===== config.mk =====
export PLATFORM = sky130hd
export DESIGN_NAME = controle_banco_flat
export DESIGN_NICKNAME = d
export VERILOG_FILES = /design/src/rtl/controle_banco_if.sv /design/src/rtl/controle_banco.sv /design/src/flat_wrapper.sv
export SDC_FILE = /design/constraint.sdc
export NUM_CORES = 1
export LEC_CHECK = 0
export CAP_MARGIN = 30
export CORE_ASPECT_RATIO = 0.9
export CORE_UTILIZATION = 47
export CTS_CLUSTER_SIZE = 25
export DETAILED_ROUTE_END_ITERATION = 6
export DONT_BUFFER_PORTS = 1
export GPL_ROUTABILITY_DRIVEN = 0
export HOLD_SLACK_MARGIN = 0.1
export PLACE_DENSITY = 0.65
export SYNTH_ARGS = -nofsm -noshare
export SYNTH_HDL_FRONTEND = slang
export SYNTH_SLANG_ARGS = --single-unit

===== constraint.sdc =====
create_clock -name clock -period 5 [get_ports clock]
set_input_delay 0.25 -clock clock [delete_from_list [all_inputs] [get_ports clock]]
set_output_delay 0.25 -clock clock [all_outputs]
set_load 0.005 [all_outputs]

===== src/rtl/controle_banco_if.sv =====
// Bundle between the sequencer, its instruction source and the 8x16 register bank.
//   instr/instr_valid/instr_ready : one-instruction valid/ready handshake
//   done/erro                     : completion pulse, reserved-opcode pulse
//   Read1/Read2/Data1/Data2       : bank read ports (address out, data back)
//   WriteReg/WriteData/RegWrite   : bank write port
// master: instruction source plus bank (the testbench); slave: controle_banco.
interface controle_banco_if;
  logic [15:0] instr;
  logic        instr_valid;
  logic        instr_ready;
  logic        done;
  logic        erro;
  logic [2:0]  Read1;
  logic [2:0]  Read2;
  logic [2:0]  WriteReg;
  logic [15:0] WriteData;
  logic        RegWrite;
  logic [15:0] Data1;
  logic [15:0] Data2;

  modport master (
    output instr, instr_valid, Data1, Data2,
    input  instr_ready, done, erro, Read1, Read2, WriteReg, WriteData, RegWrite
  );

  modport slave (
    input  instr, instr_valid, Data1, Data2,
    output instr_ready, done, erro, Read1, Read2, WriteReg, WriteData, RegWrite
  );
endinterface


===== src/rtl/controle_banco.sv =====
// Multicycle sequencer for the 8x16-bit register bank. Accepts one instruction per
// handshake and walks OCIOSO -> LEITURA -> EXECUTA -> ESCRITA (4 cycles per instruction).
// Ports:
//   clock  : rising-edge clock
//   resetn : asynchronous active-low reset
//   bus    : controle_banco_if.slave (handshake, status pulses, bank read/write ports)
// Instruction: opcode[15:13] rd[12:10] rs1[9:7] rs2[6:4] imm[9:0].
module controle_banco (
  input  logic              clock,
  input  logic              resetn,
  controle_banco_if.slave   bus
);

  localparam logic [2:0] OpNop = 3'b000;
  localparam logic [2:0] OpMv  = 3'b001;
  localparam logic [2:0] OpAdd = 3'b010;
  localparam logic [2:0] OpSub = 3'b011;
  localparam logic [2:0] OpLdi = 3'b100;

  typedef enum logic [1:0] {
    StOcioso,
    StLeitura,
    StExecuta,
    StEscrita
  } state_e;

  state_e      state_q, state_d;
  logic [15:0] instr_q, instr_d;
  logic [15:0] op_a_q, op_a_d;
  logic [15:0] op_b_q, op_b_d;
  logic [15:0] resultado_q, resultado_d;

  logic [2:0] opcode;
  logic       reservado;
  logic       escreve;

  assign opcode    = instr_q[15:13];
  assign reservado = opcode[2] & (opcode[1] | opcode[0]);
  assign escreve   = (opcode != OpNop) && !reservado;

  always_ff @(posedge clock or negedge resetn) begin
    if (!resetn) begin
      state_q     <= StOcioso;
      instr_q     <= '0;
      op_a_q      <= '0;
      op_b_q      <= '0;
      resultado_q <= '0;
    end else begin
      state_q     <= state_d;
      instr_q     <= instr_d;
      op_a_q      <= op_a_d;
      op_b_q      <= op_b_d;
      resultado_q <= resultado_d;
    end
  end

  always_comb begin
    state_d     = state_q;
    instr_d     = instr_q;
    op_a_d      = op_a_q;
    op_b_d      = op_b_q;
    resultado_d = resultado_q;
    unique case (state_q)
      StOcioso: begin
        // instr_ready is implied by being in this state
        if (bus.instr_valid) begin
          instr_d = bus.instr;
          state_d = StLeitura;
        end
      end
      StLeitura: begin
        // Operands are captured before any write of this instruction, so rd==rs uses old value
        op_a_d  = bus.Data1;
        op_b_d  = bus.Data2;
        state_d = StExecuta;
      end
      StExecuta: begin
        unique case (opcode)
          OpMv:    resultado_d = op_a_q;
          OpAdd:   resultado_d = op_a_q + op_b_q;
          OpSub:   resultado_d = op_a_q - op_b_q;
          OpLdi:   resultado_d = {6'b0, instr_q[9:0]};
          default: resultado_d = '0;
        endcase
        state_d = StEscrita;
      end
      StEscrita: state_d = StOcioso;
      default:   state_d = StOcioso;
    endcase
  end

  // Status and write enable decode only registered state, so reset clears them at once
  assign bus.instr_ready = (state_q == StOcioso);
  assign bus.done        = (state_q == StEscrita);
  assign bus.erro        = (state_q == StEscrita) && reservado;
  assign bus.RegWrite    = (state_q == StEscrita) && escreve;

  assign bus.Read1     = instr_q[9:7];
  assign bus.Read2     = instr_q[6:4];
  assign bus.WriteReg  = instr_q[12:10];
  assign bus.WriteData = resultado_q;

endmodule


===== src/flat_wrapper.sv =====
// flat-port wrapper written by rule: the top's interface ports become plain ports
module controle_banco_flat 
  (clock, resetn, bus_instr, bus_instr_valid, bus_Data1, bus_Data2, bus_instr_ready, bus_done, bus_erro, bus_Read1, bus_Read2, bus_WriteReg, bus_WriteData, bus_RegWrite);
  controle_banco_if bus_i ();
  input  logic clock;
  input  logic resetn;
  input wire logic [$bits(bus_i.instr)-1:0] bus_instr;
  input wire logic [$bits(bus_i.instr_valid)-1:0] bus_instr_valid;
  input wire logic [$bits(bus_i.Data1)-1:0] bus_Data1;
  input wire logic [$bits(bus_i.Data2)-1:0] bus_Data2;
  output wire logic [$bits(bus_i.instr_ready)-1:0] bus_instr_ready;
  output wire logic [$bits(bus_i.done)-1:0] bus_done;
  output wire logic [$bits(bus_i.erro)-1:0] bus_erro;
  output wire logic [$bits(bus_i.Read1)-1:0] bus_Read1;
  output wire logic [$bits(bus_i.Read2)-1:0] bus_Read2;
  output wire logic [$bits(bus_i.WriteReg)-1:0] bus_WriteReg;
  output wire logic [$bits(bus_i.WriteData)-1:0] bus_WriteData;
  output wire logic [$bits(bus_i.RegWrite)-1:0] bus_RegWrite;
  assign bus_i.instr = bus_instr;
  assign bus_i.instr_valid = bus_instr_valid;
  assign bus_i.Data1 = bus_Data1;
  assign bus_i.Data2 = bus_Data2;
  assign bus_instr_ready = bus_i.instr_ready;
  assign bus_done = bus_i.done;
  assign bus_erro = bus_i.erro;
  assign bus_Read1 = bus_i.Read1;
  assign bus_Read2 = bus_i.Read2;
  assign bus_WriteReg = bus_i.WriteReg;
  assign bus_WriteData = bus_i.WriteData;
  assign bus_RegWrite = bus_i.RegWrite;
  controle_banco u_core (.clock(clock), .resetn(resetn), .bus(bus_i));
endmodule

==> impl_metrics.csv <==
group,metric,value,unit
outcome,run_status,"finished clean",
pwr,power.density,811,nW/um^2
worst_setup_path,cp_max_fo,12,
sta,hold_viol,0,
clock_tree,cts.root.buffer_cell,"clkbuf_8",
final_layout,num_antenna_cells,0,
floorplanning,die_h,87.1,um
detailed_routing,drt-wirelength-per-cell,17.0,um
placement,hpwl,6000,um
final_layout,drive_gt1_frac,0.154,
clock_tree,ctsHoldBuffers,51,
floorplanning,coreArea,7660,sq um
synthesis,synthCells,368,
grt,grt_pass1_wl,14300,um
clock_tree,clock-sinks,66,
worst_setup_path,path_class,"flip-flop to flip-flop",
clock_tree,cts_buffers,9,
clock_tree,cts_buffer_depth,2,
clock_tree,cts_setup_buffers,0,
grt,grt_max_degree,67,
placement,place_area,3810,sq um
run,maxCapViolations,0,
worst_setup_path,start_kind,"flip-flop",
floorplanning,start_util,0.494,
clock_tree,clock_latency,350,ps
worst_setup_path,reg2reg_depth,13,
clock_tree,cts_max_level,3,
sta,rsz0062_at_grt,"false",
synthesis,synth.avg_cell_area,10.3,sq um
synthesis,synth_flop_cell,"dfrtp_1",
synthesis,ys_ff_latch,66,
pwr,fin_total_pwr,3.68,mW
grt,grt_pass1_vias,2938,
detailed_routing,drc,0,
clock_tree,path_clk_slew,70,ps
detailed_routing,first_pass_iters,4,
synthesis,ys_types,47,
detailed_routing,ant_nets,0,
worst_setup_path,cp.required,5180,ps
sta,layout_min_cycle_time,3360,ps
detailed_routing,via_per_inst,5.71,
placement,port_buffers,0,
final_layout,finish.instance_area,4530,sq um
detailed_routing,via_count,2919,
final_layout,register_area,1650,sq um
grt,antenna_found_initial,0,
floorplanning,die_w,96.6,um
synthesis,yosysSeqAreaShare,0.436,
worst_hold_path,hp-class,"input port to asynchronous set/reset pin",
final_layout,area_delta_synth_final,19.7,%
worst_setup_path,critPathArrivalTime,3550,ps
clock_tree,cts_tree,"yes",
final_layout,final_nets,484,
pwr,power.leakage,1.94,nW
worst_setup_path,crit_path_end_kind,"flip-flop",
synthesis,async_flop_share,1.00,
sta,max_freq,297,MHz
sta,tns,0,ps
detailed_routing,routed_wl,8710,um
synthesis,synth_edf_count,0,
floorplanning,fp.dieArea,8420,sq um
grt,overflow,0,
floorplanning,rows,30,
final_layout,finalNonFillerCells,511,
synthesis,ys_warn_count,0,
final_layout,multiInputGateArea,1930,sq um
sta,hold_slack,493,ps
sta,fin_skew,3.67,ps
sta,setup_viol,0,
sta,relSlewSlack,0.370,
grt,grtUsageTotal,0.228,
sta,drv_slew,0,
final_layout,fillers,666,
detailed_routing,drt_iter0_markers,162,
clock_tree,cts_resized,0,
pwr,vdd_ir_drop_max,0.000330,V
synthesis,synth_nets,442,
floorplanning,io_pins,80,
sta,period_share,0.673,
synthesis,syn-cell-area,3780,sq um
sta,worstMarginPinSlew,943,ps
placement,post-place-cells,444,
-- cell usage in the layout (no fill, tap or decap), types with 2 or more instances in the layout --
| cell type | n |
|---|---|
| and3_1 | 4 |
| buf_4 | 3 |
| nand2_1 | 21 |
| clkbuf_1 | 3 |
| o21ai_0 | 21 |
| a222oi_1 | 5 |
| xor2_1 | 6 |
| dfrtp_1 | 66 |
| a21oi_1 | 23 |
| clkbuf_8 | 11 |
| a22oi_1 | 2 |
| o22ai_1 | 9 |
| o211ai_1 | 2 |
| nor2b_1 | 3 |
| mux2_2 | 41 |
| inv_1 | 23 |
| dlygate4sd3_1 | 50 |
| nor2_1 | 24 |
| a21o_1 | 3 |
| nor3b_1 | 2 |
| ha_1 | 22 |
| o31ai_1 | 2 |
| nand2b_1 | 3 |
| nor3_1 | 4 |
| a31oi_1 | 5 |
| o21a_1 | 3 |
| nand3_1 | 7 |
| a221oi_1 | 4 |
| and2_1 | 3 |
| xnor2_1 | 19 |
-- critical path, stage by stage (launching register included) --
cell and delay [ps]:
dfrtp_1 450, nor2b_1 140, buf_4 200, and2_1 390, nor2_1 100, xnor2_1 140
ha_1 310, nor2b_1 160, o31ai_2 280, a21oi_1 150, a221o_2 400, a31oi_1 220
or3_2 150, a41oi_2 90
-- sequential cells by signal, indices dropped and copies added (netlist names) --
register	count
u_core.bus.WriteData	16
u_core.instr_q	16
u_core.op_a_q	16
u_core.op_b_q	16
u_core.state_q	2
-- path summary, 6_finish.rpt --
path	from	to	slack (ps)
worst max-delay path	u_core.instr_q[15]	u_core.bus.WriteData[12]	1640
worst min-delay path	resetn	u_core.bus.WriteData[11]	490
worst max register to register	u_core.instr_q[15]	u_core.bus.WriteData[12]	1640
worst min register to register	u_core.instr_q[1]	u_core.instr_q[1]	520
max in group asynchronous	resetn	u_core.op_b_q[2]	4240
min in group clock	u_core.instr_q[1]	u_core.instr_q[1]	520
-- routing by layer --
layer / global-route usage / part of all wire / vias up
met5: 0 / 0 / -
met2: 0.372 / 0.49 / 85
met3: 0.0716 / 0.057 / 15
met1: 0.288 / 0.44 / 1425
li1: - / - / 1394
met4: 0.0749 / 0.017 / 0
-- Yosys cell counts (all sizes together) (2+ instances only) --
library cell | n | area, sq um
buf | 10 | 72.6
a21oi | 23 | 115
a221oi | 4 | 35.0
nand2 | 21 | 78.8
a31oi | 5 | 31.3
nor3b | 2 | 15.0
clkbuf | 13 | 48.8
xor2 | 6 | 52.6
o31ai | 3 | 27.5
mux2 | 41 | 462
nor2b | 3 | 18.8
a222oi | 5 | 50.1
dfrtp | 66 | 1650
a21o | 3 | 22.5
nand2b | 3 | 18.8
inv | 23 | 86.3
nand3 | 7 | 35.0
and2 | 3 | 18.8
nor3 | 4 | 20.0
o21ai | 22 | 110
o22ai | 9 | 56.3
a22oi | 2 | 15.0
o21a | 3 | 22.5
and3 | 5 | 32.5
or3 | 2 | 13.8
nor2 | 24 | 90.1
xnor2 | 19 | 166
ha | 22 | 275
o211ai | 2 | 15.0
-- through the flow --
stage	setup slack [ps]	util
CTS	1620	0.592
global placement	1740	0.497
detailed placement	1640	0.497
floorplan	2030	-
finish	1640	0.592
global route	1360	0.592
-- where the power goes --
part	internal (mW)	switching, mW	total (mW)
combinational	1.02	1.16	2.18
sequential	0.788	0.252	1.04
clock	0.258	0.199	0.457
-- area by class of cell --
type / count / share of cell area
multi-input cells: 256 / 0.425
well taps: 96 / 0.0265
repair buffers: 54 / 0.121
inverters: 23 / 0.0191
flip-flops and latches: 66 / 0.364
clock buffers: 14 / 0.0359
clock inverters: 2 / 0.00773
-- logic make-up (layout without fill, tap and decap cells) --
| logic type | Yosys count | in the layout | synth area share |
|---|---|---|---|
| xor gates and xnor gates | 25 | 25 | 0.0579 |
| adders and majority gates | 23 | 23 | 0.0780 |
| DFF | 66 | 66 | 0.436 |
| muxes | 42 | 42 | 0.125 |
| AOI/OAI and AO/OA | 86 | 86 | 0.146 |
| and+or+nand+nor | 80 | 80 | 0.102 |
| buffers and inverters | 46 | 93 | 0.0549 |
Power figures use the tool's default switching activity.
